File: src/rtl/alu_arbiter.sv
`default_nettype none
// alu_arbiter: round-robin front end that lets two requesters share one combinational ALU.
// Optional build macro ALU_ARB_OPCHECK_EN: illegal ALUOp codes skip the ALU and return an error response.
module alu_arbiter #(
  parameter int DATA_W = 32
) (
  input  logic              clk,
  input  logic              rst_n,

  input  logic              req_valid_0,
  output logic              req_ready_0,
  input  logic [DATA_W-1:0] req_data1_0,
  input  logic [DATA_W-1:0] req_data2_0,
  input  logic [3:0]        req_op_0,
  input  logic [4:0]        req_shamt_0,
  output logic              rsp_valid_0,
  input  logic              rsp_ready_0,
  output logic [DATA_W-1:0] rsp_result_0,
  output logic              rsp_zero_0,
  output logic              rsp_err_0,

  input  logic              req_valid_1,
  output logic              req_ready_1,
  input  logic [DATA_W-1:0] req_data1_1,
  input  logic [DATA_W-1:0] req_data2_1,
  input  logic [3:0]        req_op_1,
  input  logic [4:0]        req_shamt_1,
  output logic              rsp_valid_1,
  input  logic              rsp_ready_1,
  output logic [DATA_W-1:0] rsp_result_1,
  output logic              rsp_zero_1,
  output logic              rsp_err_1,

  output logic [DATA_W-1:0] alu_data1,
  output logic [DATA_W-1:0] alu_data2,
  output logic [3:0]        alu_op,
  output logic [4:0]        alu_shamt,
  input  logic [DATA_W-1:0] alu_result,
  input  logic              alu_zero
);

  localparam logic [1:0] IDLE = 2'd0;
  localparam logic [1:0] EXEC = 2'd1;
  localparam logic [1:0] RESP = 2'd2;

  logic [1:0]        state_q, state_d;
  logic              ptr_q, ptr_d;   // 1: requester 1 wins a tie
  logic              gnt_q, gnt_d;   // requester owning the in-flight operation
  logic [DATA_W-1:0] opa_q, opa_d;
  logic [DATA_W-1:0] opb_q, opb_d;
  logic [3:0]        op_q, op_d;
  logic [4:0]        shamt_q, shamt_d;
  logic [DATA_W-1:0] res_q, res_d;
  logic              zero_q, zero_d;
  logic              err_q, err_d;

  logic sel1;
  logic accept;
  logic op_legal;
  logic in_resp;
  logic rsp_hs;

  assign sel1    = req_valid_1 & (~req_valid_0 | ptr_q);
  assign accept  = (state_q == IDLE) & (req_valid_0 | req_valid_1);
  assign in_resp = (state_q == RESP);
  assign rsp_hs  = in_resp & (gnt_q ? rsp_ready_1 : rsp_ready_0);

  assign req_ready_0 = accept & ~sel1;
  assign req_ready_1 = accept & sel1;

`ifdef ALU_ARB_OPCHECK_EN
  assign op_legal = (op_q >= 4'h1) && (op_q <= 4'hA);
`else
  assign op_legal = 1'b1;
`endif

  always_comb begin
    state_d = state_q;
    ptr_d   = ptr_q;
    gnt_d   = gnt_q;
    opa_d   = opa_q;
    opb_d   = opb_q;
    op_d    = op_q;
    shamt_d = shamt_q;
    res_d   = res_q;
    zero_d  = zero_q;
    err_d   = err_q;
    case (state_q)
      IDLE: begin
        if (accept) begin
          gnt_d   = sel1;
          opa_d   = sel1 ? req_data1_1 : req_data1_0;
          opb_d   = sel1 ? req_data2_1 : req_data2_0;
          op_d    = sel1 ? req_op_1    : req_op_0;
          shamt_d = sel1 ? req_shamt_1 : req_shamt_0;
          state_d = EXEC;
        end
      end
      EXEC: begin
        // An illegal op never reaches the ALU; it completes as a zero result with err set.
        res_d   = op_legal ? alu_result : '0;
        zero_d  = op_legal ? alu_zero : 1'b1;
        err_d   = ~op_legal;
        state_d = RESP;
      end
      RESP: begin
        if (rsp_hs) begin
          ptr_d   = ~gnt_q;
          state_d = IDLE;
        end
      end
      default: state_d = IDLE;
    endcase
  end

  always_ff @(posedge clk) begin
    if (!rst_n) begin
      state_q <= IDLE;
      ptr_q   <= 1'b0;
      gnt_q   <= 1'b0;
      opa_q   <= '0;
      opb_q   <= '0;
      op_q    <= 4'h0;
      shamt_q <= 5'd0;
      res_q   <= '0;
      zero_q  <= 1'b0;
      err_q   <= 1'b0;
    end else begin
      state_q <= state_d;
      ptr_q   <= ptr_d;
      gnt_q   <= gnt_d;
      opa_q   <= opa_d;
      opb_q   <= opb_d;
      op_q    <= op_d;
      shamt_q <= shamt_d;
      res_q   <= res_d;
      zero_q  <= zero_d;
      err_q   <= err_d;
    end
  end

  always_comb begin
    alu_data1 = '0;
    alu_data2 = '0;
    alu_op    = 4'b0000;
    alu_shamt = 5'd0;
    if (state_q == EXEC) begin
      alu_data1 = opa_q;
      alu_data2 = opb_q;
      alu_op    = op_legal ? op_q : 4'b0000;
      alu_shamt = shamt_q;
    end
  end

  // Response fields are gated by valid so an idle port always reads as zero.
  assign rsp_valid_0  = in_resp & ~gnt_q;
  assign rsp_valid_1  = in_resp & gnt_q;
  assign rsp_result_0 = rsp_valid_0 ? res_q : '0;
  assign rsp_result_1 = rsp_valid_1 ? res_q : '0;
  assign rsp_zero_0   = rsp_valid_0 & zero_q;
  assign rsp_zero_1   = rsp_valid_1 & zero_q;

`ifdef ALU_ARB_OPCHECK_EN
  assign rsp_err_0 = rsp_valid_0 & err_q;
  assign rsp_err_1 = rsp_valid_1 & err_q;
`else
  logic unused_err;
  assign unused_err = err_q;
  assign rsp_err_0  = 1'b0;
  assign rsp_err_1  = 1'b0;
`endif

endmodule

`default_nettype wire

File: config.mk
export PLATFORM = sky130hd
export DESIGN_NAME = alu_arbiter
export DESIGN_NICKNAME = d
export VERILOG_FILES = /design/src/rtl/alu_arbiter.sv
export SDC_FILE = /design/constraint.sdc
export NUM_CORES = 1
export LEC_CHECK = 0
export ABC_CLOCK_PERIOD_IN_PS = 2550
export CORE_AREA = 2 2 128 130
export CTS_CLUSTER_SIZE = 24
export DETAILED_ROUTE_END_ITERATION = 12
export DIE_AREA = 0 0 130 132
export HOLD_SLACK_MARGIN = 0.1
export PLACE_DENSITY = 0.76
export RECOVER_POWER = 50
export SLEW_MARGIN = 40
export SYNTH_ARGS = -nofsm -noshare
export SYNTH_HDL_FRONTEND = slang
export SYNTH_SLANG_ARGS = --single-unit
File: constraint.sdc
create_clock -name clk -period 2.55 [get_ports clk]
set_clock_uncertainty 0.1 [all_clocks]
set_input_delay 0.3825 -clock clk [delete_from_list [all_inputs] [get_ports clk]]
set_output_delay 0.3825 -clock clk [all_outputs]
set_load 0.05 [all_outputs]
==> out/metrics.yaml, run 1 <==
synth:
  postSynthAreaPerCell_um2: 7.51
  synth_top_family_by_area: "simple AND/OR/NAND/NOR gates"
  seq_area_frac_synth_pct: 38.5
  synth_xor_area_share_pct: 0
  synth_area_um2: 5730
  synthCells: 762
  ys_seq_elements: 110
  yosysWarnings: 0
  muxShareOfSynthArea_pct: 0.175
  synth-simple-area-share_pct: 35.3
  synthAdderAreaFrac_pct: 0
  synth_cell_types: 29
  synth-compound-area-share_pct: 18.0
critical_path:
  slowest_delay_ns: 0.52
  crit_type: "reg2out"
  slowest_stage: "dfxtp_1"
  cp.arrival_ns: 1.92
  crit_fanout: 43
  r2r_cells: 4
  end_kind: "output port"
  worstPathRequired_ns: 2.07
  crit_top_cell: "buf_12"
  crit_path_cell_trace: "nor2b_4, buf_12, and2_1, buf_12"
  startpoint_type: "register"
finish:
  fillerInstances: 1241
  nNetsFinal: 1210
  syn2layout_area_growth_pct: 84.9
  fin_cells: 1246
  drive_above_1_share_pct: 18.0
  final_core_util_pct: 67.4
detailed_routing:
  drt-pass1-iter-count: 5
  vias_per_cell: 5.57
  avgRoutedWirePerCell_um: 18.2
  vias: 6946
  drc: 0
  drt_iter0_drc: 538
  ant_nets: 0
  wirelength_mm: 22.7
timing:
  drv_slew: 34
  hold_ws_ns: 0.360
  rsz0062_at_grt: "false"
  worst_pin_slew_ns: 1.51
  hold_violations: 0
  fmax_mhz: 417
  setup_viol: 0
  setup_tns_ns: 0
  finalCritPeriodShare_pct: 94.1
  relSlewSlack_pct: -0.818
  fin_crit_ns: 2.40
cts:
  htree_num_levels: 3
  cts_sinks: 110
  cts_tree: "built"
  clkSlewWorstSetupHoldPaths_ns: 0.07
  root_buffer: "clkbuf_16"
  cts_made_buffers: 9
  clock_path_buffers: 2
  insertion_delay_ns: 0.34
  cts_setup_buffers: 0
run:
  cap_violations: 1
power:
  peakVddDrop_mv: 0.383
  power_leakage_nw: 3.98
  power_density_nw_per_um2: 467
floorplan:
  fp.dieW_um: 130
  die_h_um: 132
  coreArea_um2: 15700
  dieArea_um2: 17200
  io_pins: 330
  row_count: 46
  initial_core_util_pct: 36.4
global_routing:
  grt_pass1_wl_mm: 35.1
  gr-total-overflow: 0
  grt_pass1_vias: 6565
  grt.total_usage_pct: 25.6
  antenna_found_initial: 2
  grt_max_degree: 74
min_path:
  hold_path_class: "reg2reg"
  worstHoldPathCells: 2
outcome:
  status: "finished, violations left"
  violations: "max-capacitance violations, max-slew violations"
placed_design:
  portBuffers: 327
  place_congestion: 0.809
  place_inst: 1230
  place_hpwl_mm: 15.4
==> synthesized netlist by cell type <==
library cell / count / area share (%)
inv_2: 1 / 0.065
nor2b_1: 2 / 0.22
and2_1: 108 / 12
buf_1: 3 / 0.20
nand2_1: 66 / 4.3
inv_1: 2 / 0.13
nand2b_1: 2 / 0.22
nor2_1: 3 / 0.20
a211oi_2: 1 / 0.22
o21a_1: 1 / 0.13
nand4_1: 73 / 8.0
clkbuf_2: 4 / 0.35
dfxtp_1: 110 / 38
buf_2: 30 / 2.6
mux2i_1: 1 / 0.17
or2_1: 1 / 0.11
nand3b_1: 1 / 0.13
nor3_1: 1 / 0.087
buf_6: 1 / 0.20
and3_1: 33 / 3.6
and2b_4: 1 / 0.17
nand3_1: 74 / 6.5
a21oi_1: 37 / 3.2
conb_1: 1 / 0.065
buf_4: 9 / 1.2
a31oi_1: 73 / 8.0
o21ai_0: 63 / 5.5
clkbuf_1: 49 / 3.2
o21ai_1: 11 / 0.96
==> timing repair <==
action | 4_1_cts | 5_1_grt
resized for setup | 0 | 1
setup endpoints to repair | 0 | 1
hold buffers | 0 | 0
endpoints found under the hold margin | 0 | 0
==> cells by family after synthesis <==
kind of cell | count (synthesis)
other | 1
buffers and inverters | 99
multiplexers | 1
flip-flops | 110
AND/OR/NAND/NOR | 365
AO/OA/AOI/OAI | 186
==> worst paths after layout <==
kind | start | to | slack (ns)
max reg2reg | state_q[1] | res_q[23] | 0.34
min reg2reg | res_q[3] | res_q[3] | 0.36
max | state_q[0] | alu_data1[18] | 0.15
min | res_q[3] | res_q[3] | 0.36
==> per-layer routing <==
metal / vias up / part of all wire (%) / GRT usage, %
met5: - / 0.053 / 0
met4: 2 / 4.5 / 12.1
met3: 63 / 10 / 7.31
met2: 365 / 48 / 41.5
met1: 3268 / 38 / 31.0
li1: 3248 / - / -
==> per-stage QoR <==
stage	power (mW)	cell area [µm²]	worst slack, ns
finish	4.95	10600	0.151
global route	5.16	10600	0.0416
CTS	4.98	10800	0.0926
detailed placement	3.49	10500	0.492
global placement	3.47	10500	0.501
floorplan	2.76	5730	0.541
==> area by class of cell <==
cell class	instances	area, µm²	area share (%)
Tap cell	216	270	2.55
Clock inverter	4	72.6	0.685
Multi-Input combinational cell	554	3100	29.3
Timing Repair Buffer	347	4690	44.3
Inverter	3	12.5	0.118
Clock buffer	11	233	2.20
Sequential cell	110	2200	20.8
Antenna cell	1	2.50	0.0236
==> state kept, by name (all words and copies together) (netlist names) <==
name and count:
opb_q 32, zero_q 1, state_q 2, ptr_q 1
op_q 4, gnt_q 1, opa_q 32, shamt_q 5
res_q 32
==> critical path: cells and delay by family (launching register included) <==
family | cells | cell delay (ns)
buffers and inverters | 2 | 0.40
flip-flops | 1 | 0.52
AND/OR/NAND/NOR | 2 | 0.62
==> cell usage in the layout (no fill, tap or decap), drive strengths merged, types with 27 or more instances in the layout <==
master / instances
clkdlybuf4s50: 182
and2: 108
a21oi: 37
dfxtp: 110
o21ai: 74
nand3: 74
nand4: 73
a31oi: 73
and3: 33
buf: 149
nand2: 66
clkbuf: 27
==> report_power, final <==
| part | total, mW | switching, mW | internal, mW |
|---|---|---|---|
| registers | 1.96 | 0.0829 | 1.87 |
| logic | 1.49 | 0.825 | 0.665 |
| clock network | 1.50 | 0.644 | 0.856 |
| total | 4.95 | 1.55 | 3.40 |
Power figures use the tool's default switching activity.
==> run 2, diff against run 1 <==
--- a/config.mk
+++ b/config.mk
@@ -6,6 +6,7 @@
 export NUM_CORES = 1
 export LEC_CHECK = 0
 export ABC_CLOCK_PERIOD_IN_PS = 2550
+export CAP_MARGIN = 5
 export CORE_AREA = 2 2 128 130
 export CTS_CLUSTER_SIZE = 24
 export DETAILED_ROUTE_END_ITERATION = 12
@@ -13,6 +14,7 @@
 export HOLD_SLACK_MARGIN = 0.1
 export PLACE_DENSITY = 0.76
 export RECOVER_POWER = 50
+export SETUP_SLACK_MARGIN = 0.02
 export SLEW_MARGIN = 40
 export SYNTH_ARGS = -nofsm -noshare
 export SYNTH_HDL_FRONTEND = slang
==> results of run 2 <==
The final DEF is identical to that of run 1; final timing and power are the same.
==> run 3, diff against run 2 <==
--- a/config.mk
+++ b/config.mk
@@ -7,12 +7,12 @@
 export LEC_CHECK = 0
 export ABC_CLOCK_PERIOD_IN_PS = 2550
 export CAP_MARGIN = 5
-export CORE_AREA = 2 2 128 130
+export CORE_ASPECT_RATIO = 1.4
+export CORE_UTILIZATION = 25
 export CTS_CLUSTER_SIZE = 24
 export DETAILED_ROUTE_END_ITERATION = 12
-export DIE_AREA = 0 0 130 132
 export HOLD_SLACK_MARGIN = 0.1
-export PLACE_DENSITY = 0.76
+export PLACE_DENSITY = 0.56
 export RECOVER_POWER = 50
 export SETUP_SLACK_MARGIN = 0.02
 export SLEW_MARGIN = 40
==> run 3 against run 2 <==
Compared with the run above: sequential cell count is the same; the run now ends clean; via count down 2.0%; register-to-register slack better by 0.30 ns; utilization is 20 points lower; sequential power about the same; sequential share of layout area is 0.19 points lower.
==> out/metrics.yaml, run 3 (same netlist as run 1, synthesis figures left out) <==
critical_path:
  worstPathRequired_ns: 2.07
  crit_fanout: 34
  slowest_delay_ns: 0.42
  crit_type: "reg2out"
  cp_num_buf_inv: 2
  slowest_stage: "dfxtp_2"
  crit_family: "buffers and inverters"
  crit_path_cell_trace: "nor2b_1, buf_4, and3_1, clkbuf_2"
  startpoint_type: "register"
  cp.arrival_ns: 1.88
  end_kind: "output port"
global_routing:
  antenna_found_initial: 1
  grt.total_usage_pct: 20.7
  grt_max_degree: 76
  grt_pass1_vias: 6431
  gr-total-overflow: 0
  grt_pass1_wl_mm: 37.7
floorplan:
  coreArea_um2: 22500
  die_h_um: 181
  fp.dieW_um: 130
  initial_core_util_pct: 25.4
  row_count: 65
  dieArea_um2: 23500
  io_pins: 330
detailed_routing:
  drc: 0
  ant_nets: 0
  wl_met2_mm: 12.6
  top_layer_used: "met4"
  drt-pass1-iter-count: 4
  wirelength_mm: 24.6
  drt_iter0_drc: 373
  avgRoutedWirePerCell_um: 18.5
  vias: 6804
  routed-wl-met3_mm: 1.55
  wl_met1_mm: 9.79
  vias_per_cell: 5.11
timing:
  worst_pin_slew_ns: 0.844
  relSlewSlack_pct: 43.7
  fmax_mhz: 422
  drv_slew: 0
  fin_crit_ns: 2.37
  setup_viol: 0
  rsz0062_at_grt: "false"
  finalCritPeriodShare_pct: 92.8
  setup_tns_ns: 0
  hold_violations: 0
finish:
  final_core_util_pct: 47.4
  nNetsFinal: 1210
  syn2layout_area_growth_pct: 86.6
  final_common_cell: "clkdlybuf4s50_1"
  finalInstanceArea_um2: 10700
  multi_input_area_um2: 3090
  final_cell_mix: "clkdlybuf4s50_1, buf_12, dfxtp_1"
  reg_top3: "opa_q x32, opb_q x32, res_q x32"
  fillerInstances: 2210
  seq_area_um2: 2200
  drive_above_1_share_pct: 18.0
placed_design:
  place_congestion: 0.754
  placed_cell_area_um2: 10600
  portBuffers: 327
  place_hpwl_mm: 16.4
power:
  power_leakage_nw: 3.96
  peakVddDrop_mv: 0.337
  power_density_nw_per_um2: 451
min_path:
  hold_path_class: "reg2reg"
cts:
  cts_made_buffers: 9
  insertion_delay_ns: 0.34
  cts_sinks: 110
  htree_num_levels: 3
  cts_setup_buffers: 0
  cts_tree: "built"
  clkSlewWorstSetupHoldPaths_ns: 0.07
  clock_path_buffers: 2
  root_buffer: "clkbuf_16"
  holdBufCountCts: 0
outcome:
  status: "finished, final reports clean"
run:
  cap_violations: 0
==> run 3: changes by cell type in the layout (fill, tap and decap cells not counted), sizes merged <==
cell      before  now
clkinvlp       1    2
clkbuf        27   24
buf          149  153
inv            2    3
bufinv         2    0
==> run 3: final timing paths <==
| check | start | endpoint | slack, ns | cells past startpoint |
|---|---|---|---|---|
| worst max-delay path | state_q[1] | rsp_result_1[25] | 0.18 | 4 |
| worst max register to register | state_q[0] | op_q[0] | 0.64 | 4 |
| worst min register to register | res_q[31] | res_q[31] | 0.36 | 2 |
| worst min-delay path | res_q[31] | res_q[31] | 0.36 | 2 |
==> run 3: metal layers <==
| layer | global-route usage (%) | up-vias |
|---|---|---|
| met5 | 0 | - |
| met4 | 7.63 | 0 |
| met3 | 4.77 | 38 |
| met2 | 35.9 | 267 |
| met1 | 24.3 | 3246 |
| li1 | - | 3253 |
==> run 3: tightest hold or removal path, stage by stage (launching register included) <==
cell     delay (ns)
dfxtp_1        0.32
nand2_1        0.05
a21oi_1        0.05
==> run 3: through the flow <==
step,instances,setup slack [ns],hold WS [ns],power [mW]
floorplan,763,0.541,0.340,2.76
global placement,1315,0.493,0.352,3.51
detailed placement,1315,0.450,0.357,3.53
CTS,1331,0.0589,0.367,4.90
global route,1332,0.0756,0.386,5.05
finish,1332,0.183,0.364,4.82
==> run 3: report_power, final <==
part	total [mW]	internal (mW)	leakage (nW)	switching, mW
Combinational	1.50	0.660	2.94	0.844
Clock	1.36	0.673	0.123	0.690
Sequential	1.95	1.87	0.904	0.0760
==> run 3: layout make-up <==
type | instances | share of cell area, %
inverter | 3 | 0.117
multi-input combinational | 554 | 28.9
clock buffer | 12 | 2.21
antenna | 1 | 0.0234
timing repair buffer | 347 | 44.3
sequential | 110 | 20.6
tap | 301 | 3.52
clock inverter | 4 | 0.304
==> run 3: what timing repair did <==
| item | in CTS | in global routing |
|---|---|---|
| endpoints found under the hold margin | 0 | 0 |
| gates resized for setup | 0 | 1 |
| setup endpoints to repair | 0 | 33 |
